===== config.mk =====
export PLATFORM = sky130hd
export DESIGN_NAME = pipe_ctrl
export DESIGN_NICKNAME = d
export VERILOG_FILES = /design/src/rtl/pipe_ctrl_pkg.sv /design/src/rtl/pipe_ctrl_hazard_detect.sv /design/src/rtl/pipe_ctrl.sv
export SDC_FILE = /design/constraint.sdc
export NUM_CORES = 1
export LEC_CHECK = 0
export BUFFER_PORTS_ARGS = -buffer_cell sky130_fd_sc_hd__buf_2
export CAP_MARGIN = 20
export CELL_PAD_IN_SITES_DETAIL_PLACEMENT = 0
export CELL_PAD_IN_SITES_GLOBAL_PLACEMENT = 2
export CORE_ASPECT_RATIO = 0.5
export CORE_UTILIZATION = 29
export DETAILED_ROUTE_END_ITERATION = 10
export GPL_TIMING_DRIVEN = 1
export HOLD_SLACK_MARGIN = 0.08
export PLACE_DENSITY = 0.92
export SLEW_MARGIN = 20
export SYNTH_ARGS = -nofsm -noshare
export SYNTH_HDL_FRONTEND = slang
export SYNTH_SLANG_ARGS = --single-unit

===== constraint.sdc =====
create_clock -name clk -period 2 [get_ports clk]
set_clock_uncertainty 0.05 [all_clocks]
set_input_delay 0.2 -clock clk [delete_from_list [all_inputs] [get_ports clk]]
set_output_delay 0.2 -clock clk [all_outputs]
set_load 0.03 [all_outputs]

===== src/rtl/pipe_ctrl_pkg.sv =====
// Shared CPU pipeline-control definitions: FSM states, exception vector,
// drain default.
package pipe_ctrl_pkg;

  typedef enum logic [1:0] {
    ST_RUN       = 2'd0,
    ST_MEM_WAIT  = 2'd1,
    ST_IRQ_DRAIN = 2'd2,
    ST_IRQ_ENTER = 2'd3
  } pipe_state_t;

  localparam int          DRAIN_CYCLES_DEF = 2;
  localparam logic [31:0] EXC_VECTOR       = 32'h8000_0080;
  localparam int          DRAIN_W          = 3;

endpackage


===== src/rtl/pipe_ctrl_hazard_detect.sv =====
// Load-use hazard detection: a load in EX feeding a source register in ID.
module hazard_detect (
  input  logic       ex_mem_read,
  input  logic [4:0] ex_rt,
  input  logic [4:0] id_rs,
  input  logic [4:0] id_rt,
  output logic       load_use
);

  assign load_use = ex_mem_read && (ex_rt != 5'd0) &&
                    ((ex_rt == id_rs) || (ex_rt == id_rt));

endmodule


===== src/rtl/pipe_ctrl.sv =====
// Pipeline hazard / interrupt sequencing controller with a saturating stall counter.
module pipe_ctrl
  import pipe_ctrl_pkg::*;
#(
  parameter int DRAIN_CYCLES = DRAIN_CYCLES_DEF,
  parameter int CNT_W        = 16
) (
  input  logic             clk,
  input  logic             reset,
  input  logic [4:0]       id_rs,
  input  logic [4:0]       id_rt,
  input  logic [4:0]       ex_rt,
  input  logic             ex_mem_read,
  input  logic             jump_id,
  input  logic             branch_taken_ex,
  input  logic             mem_busy,
  input  logic             irq,
  input  logic             pc31,
  output logic             pc_write,
  output logic             if_id_write,
  output logic             id_ex_write,
  output logic             ex_mem_write,
  output logic             if_id_flush,
  output logic             id_ex_flush,
  output logic             mem_wb_bubble,
  output logic             epc_capture,
  output logic             exc_enter,
  output logic [CNT_W-1:0] stall_cnt
);

  localparam logic [DRAIN_W-1:0] DRAIN_LOAD = DRAIN_W'(DRAIN_CYCLES - 1);

  pipe_state_t        state, state_nxt;
  logic [DRAIN_W-1:0] drain_cnt, drain_nxt;
  logic               load_use;

  hazard_detect u_hazard (
    .ex_mem_read (ex_mem_read),
    .ex_rt       (ex_rt),
    .id_rs       (id_rs),
    .id_rt       (id_rt),
    .load_use    (load_use)
  );

  always_comb begin
    pc_write      = 1'b1;
    if_id_write   = 1'b1;
    id_ex_write   = 1'b1;
    ex_mem_write  = 1'b1;
    if_id_flush   = 1'b0;
    id_ex_flush   = 1'b0;
    mem_wb_bubble = 1'b0;
    epc_capture   = 1'b0;
    exc_enter     = 1'b0;
    state_nxt     = state;
    drain_nxt     = drain_cnt;
    // Reset overrides everything so outputs sit at RUN defaults while it is held.
    if (!reset) begin
      if (mem_busy) begin
        // Memory stall freezes every state; RUN parks in MEM_WAIT, others hold.
        pc_write      = 1'b0;
        if_id_write   = 1'b0;
        id_ex_write   = 1'b0;
        ex_mem_write  = 1'b0;
        mem_wb_bubble = 1'b1;
        if (state == ST_RUN) state_nxt = ST_MEM_WAIT;
      end else begin
        case (state)
          ST_RUN: begin
            if (branch_taken_ex) begin
              if_id_flush = 1'b1;
              id_ex_flush = 1'b1;
            end else if (irq && !pc31) begin
              epc_capture = 1'b1;
              if_id_flush = 1'b1;
              id_ex_flush = 1'b1;
              pc_write    = 1'b0;
              drain_nxt   = DRAIN_LOAD;
              state_nxt   = ST_IRQ_DRAIN;
            end else if (load_use) begin
              pc_write    = 1'b0;
              if_id_write = 1'b0;
              id_ex_flush = 1'b1;
            end else if (jump_id) begin
              if_id_flush = 1'b1;
            end
          end
          ST_MEM_WAIT: state_nxt = ST_RUN;
          ST_IRQ_DRAIN: begin
            pc_write    = 1'b0;
            if_id_flush = 1'b1;
            id_ex_flush = 1'b1;
            // A count of 1 or 0 means this is the last drain cycle.
            if (drain_cnt <= DRAIN_W'(1)) begin
              drain_nxt = '0;
              state_nxt = ST_IRQ_ENTER;
            end else begin
              drain_nxt = drain_cnt - DRAIN_W'(1);
            end
          end
          ST_IRQ_ENTER: begin
            exc_enter   = 1'b1;
            if_id_flush = 1'b1;
            state_nxt   = ST_RUN;
          end
          default: state_nxt = ST_RUN;
        endcase
      end
    end
  end

  always_ff @(posedge clk or posedge reset) begin
    if (reset) begin
      state     <= ST_RUN;
      drain_cnt <= '0;
      stall_cnt <= '0;
    end else begin
      state     <= state_nxt;
      drain_cnt <= drain_nxt;
      if (!pc_write && (stall_cnt != {CNT_W{1'b1}}))
        stall_cnt <= stall_cnt + CNT_W'(1);
    end
  end

endmodule


==> flow_metrics.py, run 1 <==
metrics = {
    "cells_and_area": {
        "area_growth_pct": 32.2,
        "final_cell_area_um2": 1810,
        "nNetsFinal": 233,
        "final_layout_size_suffix_gt1_share_pct": 38.3,
        "final_cells": 263,
        "finish.utilization_pct": 40.5,
        "diodes": 0,
    },
    "worst_setup_path": {
        "worst_path_most_repeated_cell": "buf_2",
        "worst_path_largest_cell_delay_ps": 500,
        "crit_buf_inv": 3,
        "crit_family": "simple AND/OR/NAND/NOR gates",
        "critPathLaunchType": "primary input",
        "r2r_slack_ps": 150,
        "timing.critical_path.cells": "buf_2 -> or4_1 -> o21ai_1 -> inv_1 -> and2_1 -> o31a_1 -> buf_2",
        "crit_fanout": 3,
        "path_class": "primary input to primary output",
        "crit_path_end_kind": "primary output",
        "crit_path_top_delay_cell": "or4_1",
        "cp.arrival_ps": 1670,
        "required_ps": 1750,
    },
    "synth": {
        "synth-edff-count": 0,
        "yosys_warnings": 0,
        "synthFlopType": "dfrtp_1",
        "yosysUniqueCellTypes": 39,
        "synthTopCellsByCount": "dfrtp_1 (21), nand2_1 (14), xor2_1 (13), nor3_1 (10), xnor2_1 (10)",
        "synth_fp_nets": 173,
        "seq_area_frac_synth_pct": 38.4,
        "async_reset_ff_share_pct": 100,
        "yosysTopAreaCellShare_pct": 38.4,
        "synth.most_common_cell": "dfrtp_1",
        "synthCells": 147,
        "synth_top_cells_by_area": "dfrtp_1 (38%), xor2_1 (8.3%), xnor2_1 (6.4%)",
        "ys_seq_elements": 21,
        "synth_area_um2": 1370,
        "synth_area_per_cell_um2": 9.31,
        "synth_top_cell_by_area": "dfrtp_1",
    },
    "global_route": {
        "grt_pass1_wl_um": 5170,
        "grt_pass1_vias": 1153,
        "grt_use_total_pct": 12.9,
        "antenna_found_initial": 0,
        "overflow": 0,
        "grt_max_degree": 22,
    },
    "route": {
        "vias": 1258,
        "drcViolationCount": 0,
        "avgRoutedWirePerCell_um": 11.5,
        "first_pass_iters": 4,
        "wirelength_um": 3030,
        "antenna_left": 0,
        "viasPerCell": 4.78,
        "dr.first_iter.drc_count": 40,
    },
    "power_and_ir_drop": {
        "total_power_mw": 1.66,
        "ir_drop_v": 0.000318,
        "combPwrFrac_pct": 45.2,
        "p_seq_share_pct": 38.1,
        "leakagePower_nw": 0.862,
        "p_int_uw": 976,
        "power.switching_uw": 685,
        "clock_power_share_pct": 16.7,
        "swShare_pct": 41.3,
        "p_per_area_nw_per_um2": 918,
    },
    "placed_design": {
        "dp_cells": 258,
        "gp_congestion": 0.706,
        "place_area_um2": 1740,
        "portBuffers": 47,
        "dp_slack_ps": 19.9,
        "hpwl_um": 2450,
    },
    "sta": {
        "period_needed_ps": 1920,
        "hold_ws_ps": 176,
        "relSlewSlack_pct": 64.7,
        "layout_setup_ws_ps": 79.0,
        "hold_violations": 0,
        "grt_setup_unrepaired": "no",
        "worst_slew_pin_slew_ps": 525,
        "setup_tns_ps": 0,
        "setup_viol": 0,
        "max_freq_mhz": 521,
        "final_max_slew_viol_count": 0,
        "finalCritPeriodShare_pct": 96.1,
    },
    "clocking": {
        "cts_tree": "done",
        "clk_pin_slew_ps": 70,
        "clock_path_buffers": 2,
        "postCtsSetupRepairBufs": 0,
        "root_buffer": "clkbuf_8",
        "h-tree-depth": 1,
        "clkSinkCount": 21,
        "clk_latency_ps": 260,
        "cts_inserted_buffers": 3,
    },
    "status": {
        "status": "complete, no violations",
    },
    "die": {
        "die_x_um": 99.2,
        "dieHeight_um": 50.6,
        "design.die.area_um2": 5020,
        "num_rows": 17,
        "core_um2": 4470,
        "ios": 48,
        "start_util_pct": 30.6,
    },
    "job": {
        "drv_cap": 0,
    },
    "worst_hold_path": {
        "hold_class": "primary input to register",
    },
}
==> cell type report <==
class / count / area [µm²]
Clock buffer: 4 / 45.0
Multi-Input combinational cell: 112 / 786
Timing Repair Buffer: 61 / 347
Fill cell: 460 / 2660
Tap cell: 57 / 71.3
Inverter: 8 / 30.0
Sequential cell: 21 / 531
==> path summary, 6_finish.rpt <==
check,to,cells past startpoint,start
max,id_ex_flush,7,ex_rt[3]
min,state[0]$_DFFE_PP0P_,2,reset
max reg2reg,stall_cnt[4]$_DFFE_PP0P_,8,stall_cnt[0]$_DFFE_PP0P_
min reg2reg,stall_cnt[6]$_DFFE_PP0P_,1,stall_cnt[6]$_DFFE_PP0P_
max in group asynchronous,stall_cnt[1]$_DFFE_PP0P_,4,reset
min in group asynchronous,state[0]$_DFFE_PP0P_,4,reset
==> cell families after synthesis <==
logic type                 share of synthesized area, %
DFF                                                38.4
AOI/OAI and AO/OA                                  11.2
and+or+nand+nor                                    25.1
buffers and inverters                              4.75
xor gates and xnor gates                           14.7
adders and majority gates                          2.74
muxes                                              3.02
==> routing by layer <==
layer	routed length (µm)	share of wire (%)	vias to the layer above	GRT usage (%)
li1	-	-	631	-
met1	1470	48	591	17.0
met2	1420	47	34	21.2
met3	136	4.5	2	3.48
met4	10	0.33	0	2.94
met5	0	0	-	0
==> power groups by stage <==
| stage | logic [mW] | clock network [mW] | registers (mW) |
|---|---|---|---|
| after floorplan | 0.329 | 0 | 0.796 |
| after detailed placement | 0.752 | 0 | 0.644 |
| after CTS | 0.757 | 0.293 | 0.634 |
| final | 0.751 | 0.278 | 0.632 |
| after global placement | 0.739 | 0 | 0.638 |
| after global routing | 0.821 | 0.303 | 0.650 |
==> cell usage in the layout, fill, tap and decap left out, types with 3 or more instances in the layout <==
| master | n |
|---|---|
| buf_4 | 12 |
| buf_2 | 47 |
| o21ai_0 | 6 |
| nand3_1 | 9 |
| and3_1 | 3 |
| xor2_1 | 13 |
| nand2_1 | 14 |
| a21oi_1 | 3 |
| xnor2_1 | 10 |
| dfrtp_2 | 4 |
| inv_1 | 8 |
| ha_1 | 3 |
| nor2_1 | 6 |
| clkbuf_8 | 3 |
| dfrtp_1 | 17 |
| nor3b_1 | 3 |
| nor3_1 | 9 |
| nor4_2 | 3 |
==> registers in the layout (all words and copies together), names as in the netlist <==
name / count
stall_cnt: 16
state: 2
drain_cnt: 3
==> worst reg2reg max path, cell delays in order, from the launching register on <==
cell	delay [ps]
dfrtp_2	400
ha_1	220
nand2_1	140
nor3_2	70
nand2_1	130
nor2_2	70
buf_4	180
nor4b_1	340
xor2_1	170
==> repair_timing <==
item | 4_1_cts | 5_1_grt
endpoints found under the hold margin | 21 | 0
resized for setup | 0 | 3
setup endpoints to repair | 0 | 13
hold buffers | 1 | 0
(Power assumes the default switching activity.)
==> run 2: changes to the inputs <==
PLACE_DENSITY = 0.9   (was 0.92)
SYNTH_HIERARCHICAL = 1   (was unset)
==> run 2 against run 1 <==
- via count increased by 3.3%
- global-route usage grew 0.68 points
- flip-flop and latch count unchanged
- wire length increased by 8.9%
- synthesized area up 2.4%
- largest power group unchanged
- critical path depth is 3 higher
- largest cell class unchanged
- synthesized cell count is 0.68% lower
- setup slack gained 4.1 ps
- worst hold slack gained 71 ps
- total power fell by 7.4%
==> flow_metrics.py, run 2 <==
metrics = {
    "status": {
        "status": "complete, no violations",
    },
    "worst_setup_path": {
        "timing.critical_path.cells": "buf_8 -> or4_4 -> o21ai_2 -> a21oi_2 -> buf_4 -> inv_2 -> a21oi_2 -> a21oi_1 -> o21a_1 -> buf_6",
        "path_class": "primary input to primary output",
        "critPathLaunchType": "primary input",
        "r2r_slack_ps": 160,
        "worst_path_largest_cell_delay_ps": 520,
        "worstReg2RegStart": "state[0]$_DFFE_PP0P_",
        "reg2reg_to": "stall_cnt[1]$_DFFE_PP0P_",
        "required_ps": 1750,
        "cp.arrival_ps": 1670,
        "crit_fanout": 3,
        "r2r_cells": 6,
        "crit_path_end_kind": "primary output",
        "crit_path_top_delay_cell": "or4_4",
        "worst_path_most_repeated_cell": "a21oi_2",
    },
    "synth": {
        "async_reset_ff_share_pct": 100,
        "synth_top_cells_by_area": "dfrtp_1 (38%), xnor2_1 (11%), nand3_1 (4.6%)",
        "synthCells": 146,
        "synth_fp_nets": 172,
        "synth.most_common_cell": "dfrtp_1",
        "synth_top_cell_by_area": "dfrtp_1",
        "ys_seq_elements": 21,
        "yosysTopAreaCellShare_pct": 37.5,
        "synth_area_um2": 1400,
        "yosys_warnings": 6,
        "seq_area_frac_synth_pct": 37.5,
        "synthFlopType": "dfrtp_1",
        "yosysUniqueCellTypes": 40,
        "synth-edff-count": 0,
        "synth_area_per_cell_um2": 9.60,
        "synthTopCellsByCount": "dfrtp_1 (21), xnor2_1 (17), nand3_1 (13), inv_1 (10)",
    },
    "die": {
        "design.die.area_um2": 5130,
        "num_rows": 17,
        "ios": 48,
        "dieHeight_um": 51.2,
        "start_util_pct": 31.1,
        "die_x_um": 100,
        "core_um2": 4510,
    },
    "cells_and_area": {
        "reg.largest.list": "stall_cnt: 16 flops, drain_cnt: 3 flops, state: 2 flops",
        "final_common_cell": "buf_2",
        "finish.utilization_pct": 42.2,
        "final_cell_mix": "buf_2 (41), dfrtp_1 (20), xnor2_1 (17), nand3_1 (13)",
        "nNetsFinal": 231,
        "fillers": 464,
        "diodes": 0,
        "largest_register_ff_count": 16,
        "final_layout_size_suffix_gt1_share_pct": 41.7,
        "area_growth_pct": 35.9,
        "top_register": "stall_cnt",
    },
    "route": {
        "drcViolationCount": 0,
        "dr.first_iter.drc_count": 41,
        "wl_met3_um": 232,
        "viasPerCell": 4.81,
        "wirelength_um": 3300,
        "wl_met1_um": 1410,
        "vias": 1300,
        "avgRoutedWirePerCell_um": 12.2,
        "first_pass_iters": 4,
        "antenna_left": 0,
        "maxUsedRoutingLayer": "met4",
        "routed-wl-met2_um": 1640,
    },
    "clocking": {
        "h-tree-depth": 1,
        "clkSinkCount": 21,
        "clk_pin_slew_ps": 80,
        "cts_inserted_buffers": 3,
        "clock_path_buffers": 2,
        "cts_tree": "done",
        "root_buffer": "clkbuf_8",
        "clk_latency_ps": 270,
    },
    "power_and_ir_drop": {
        "total_power_mw": 1.54,
        "leakagePower_nw": 0.875,
        "p_per_area_nw_per_um2": 807,
        "ir_drop_v": 0.000275,
    },
    "worst_hold_path": {
        "min_from": "mem_busy",
        "holdPathStages": 3,
        "min_to": "state[0]$_DFFE_PP0P_",
        "hold_class": "primary input to register",
    },
    "sta": {
        "relSlewSlack_pct": 66.4,
        "setup_viol": 0,
        "final_max_slew_viol_count": 0,
        "finalCritPeriodShare_pct": 95.8,
        "max_freq_mhz": 522,
        "period_needed_ps": 1920,
        "worst_slew_pin_slew_ps": 499,
        "hold_violations": 0,
    },
    "global_route": {
        "grt_pass1_vias": 1304,
        "grt_max_degree": 24,
        "grt_pass1_wl_um": 5420,
        "antenna_found_initial": 0,
        "grt_use_total_pct": 13.6,
        "overflow": 0,
    },
    "placed_design": {
        "hpwl_um": 2480,
        "portBuffers": 47,
        "gp_congestion": 0.727,
    },
    "job": {
        "drv_cap": 0,
    },
}
## run 2: changes by cell type after synthesis, moves of 4 or more
cell     previous run  this run
nand4_1             2         7
nand3_1             9        13
nor3_1             10         4
xnor2_1            10        17
a21oi_1             3         7
nand2_1            14         4
xor2_1             13         6
## run 2: routing by layer
| metal | GRT usage, % | vias up |
|---|---|---|
| met1 | 14.8 | 621 |
| met2 | 26.6 | 33 |
| met5 | 0 | - |
| li1 | - | 642 |
| met4 | 2.90 | 0 |
| met3 | 3.69 | 4 |
## run 2: timing repair
item                                   CTS  global route
pin swaps                                8             8
endpoints found under the hold margin   21             0
setup buffers                            1             0
setup endpoints to repair                1            19
cloned                                   0             0
hold buffers                             1             0
resized for setup                       16             6
## run 2: metrics by stage
step | area, µm² | setup slack [ps] | TNS, ps | std cells | hold WS [ps]
floorplan | 1410 | 7.19 | 0 | 146 | 147
global placement | 1770 | -77.8 | -213 | 264 | 293
detailed placement | 1770 | -101 | -359 | 264 | 297
CTS | 1890 | -3.71 | -3.71 | 270 | 250
global route | 1900 | -2.09 | -2.09 | 270 | 275
finish | 1900 | 83.1 | 0 | 270 | 247
## run 2: area by class of cell
class                   count  area [µm²]  area share, %
inverters                  10        40.0           2.10
clock inverters             1        5.00          0.263
well taps                  66        82.6           4.34
repair buffers             59         389           20.4
flip-flops and latches     21         527           27.7
multi-input cells         110         820           43.0
clock buffers               3        41.3           2.17
## run 2: worst max-delay path: cells and delay by family
kind | cells | cell delay (ps)
AO/OA/AOI/OAI | 5 | 520
AND/OR/NAND/NOR | 1 | 520
buffers and inverters | 4 | 420
## run 2: how the worst max path moves through the flow
stage / start / end / slack, ps / depth (start not counted)
after CTS: ex_rt[2] / pc_write / -4 / 10
after global routing: ex_rt[0] / if_id_flush / -2 / 11
after floorplan: stall_cnt[3]$_DFFE_PP0P_ / stall_cnt[1]$_DFFE_PP0P_ / 7 / 6
after global placement: ex_rt[0] / stall_cnt[1]$_DFFE_PP0P_ / -80 / 10
after detailed placement: ex_rt[0] / stall_cnt[1]$_DFFE_PP0P_ / -100 / 10
final: ex_rt[2] / if_id_flush / 80 / 10
## run 2: cells by family (layout without fill, tap and decap cells)
| group | after synthesis | in the layout | synth area share, % |
|---|---|---|---|
| and+or+nand+nor | 59 | 59 | 26.9 |
| AOI/OAI and AO/OA | 24 | 24 | 11.8 |
| xor gates and xnor gates | 23 | 23 | 14.4 |
| DFF | 21 | 21 | 37.5 |
| buffers and inverters | 15 | 73 | 5.71 |
| adders and majority gates | 3 | 3 | 2.68 |
| muxes | 1 | 1 | 1.07 |
## run 2: power by group
part           switching (mW)  leakage [nW]  total, mW  internal, mW
logic                   0.360         0.576      0.632         0.272
clock network           0.149        0.0255      0.289         0.139
registers              0.0998         0.274      0.616         0.516
total                   0.609         0.875       1.54         0.928
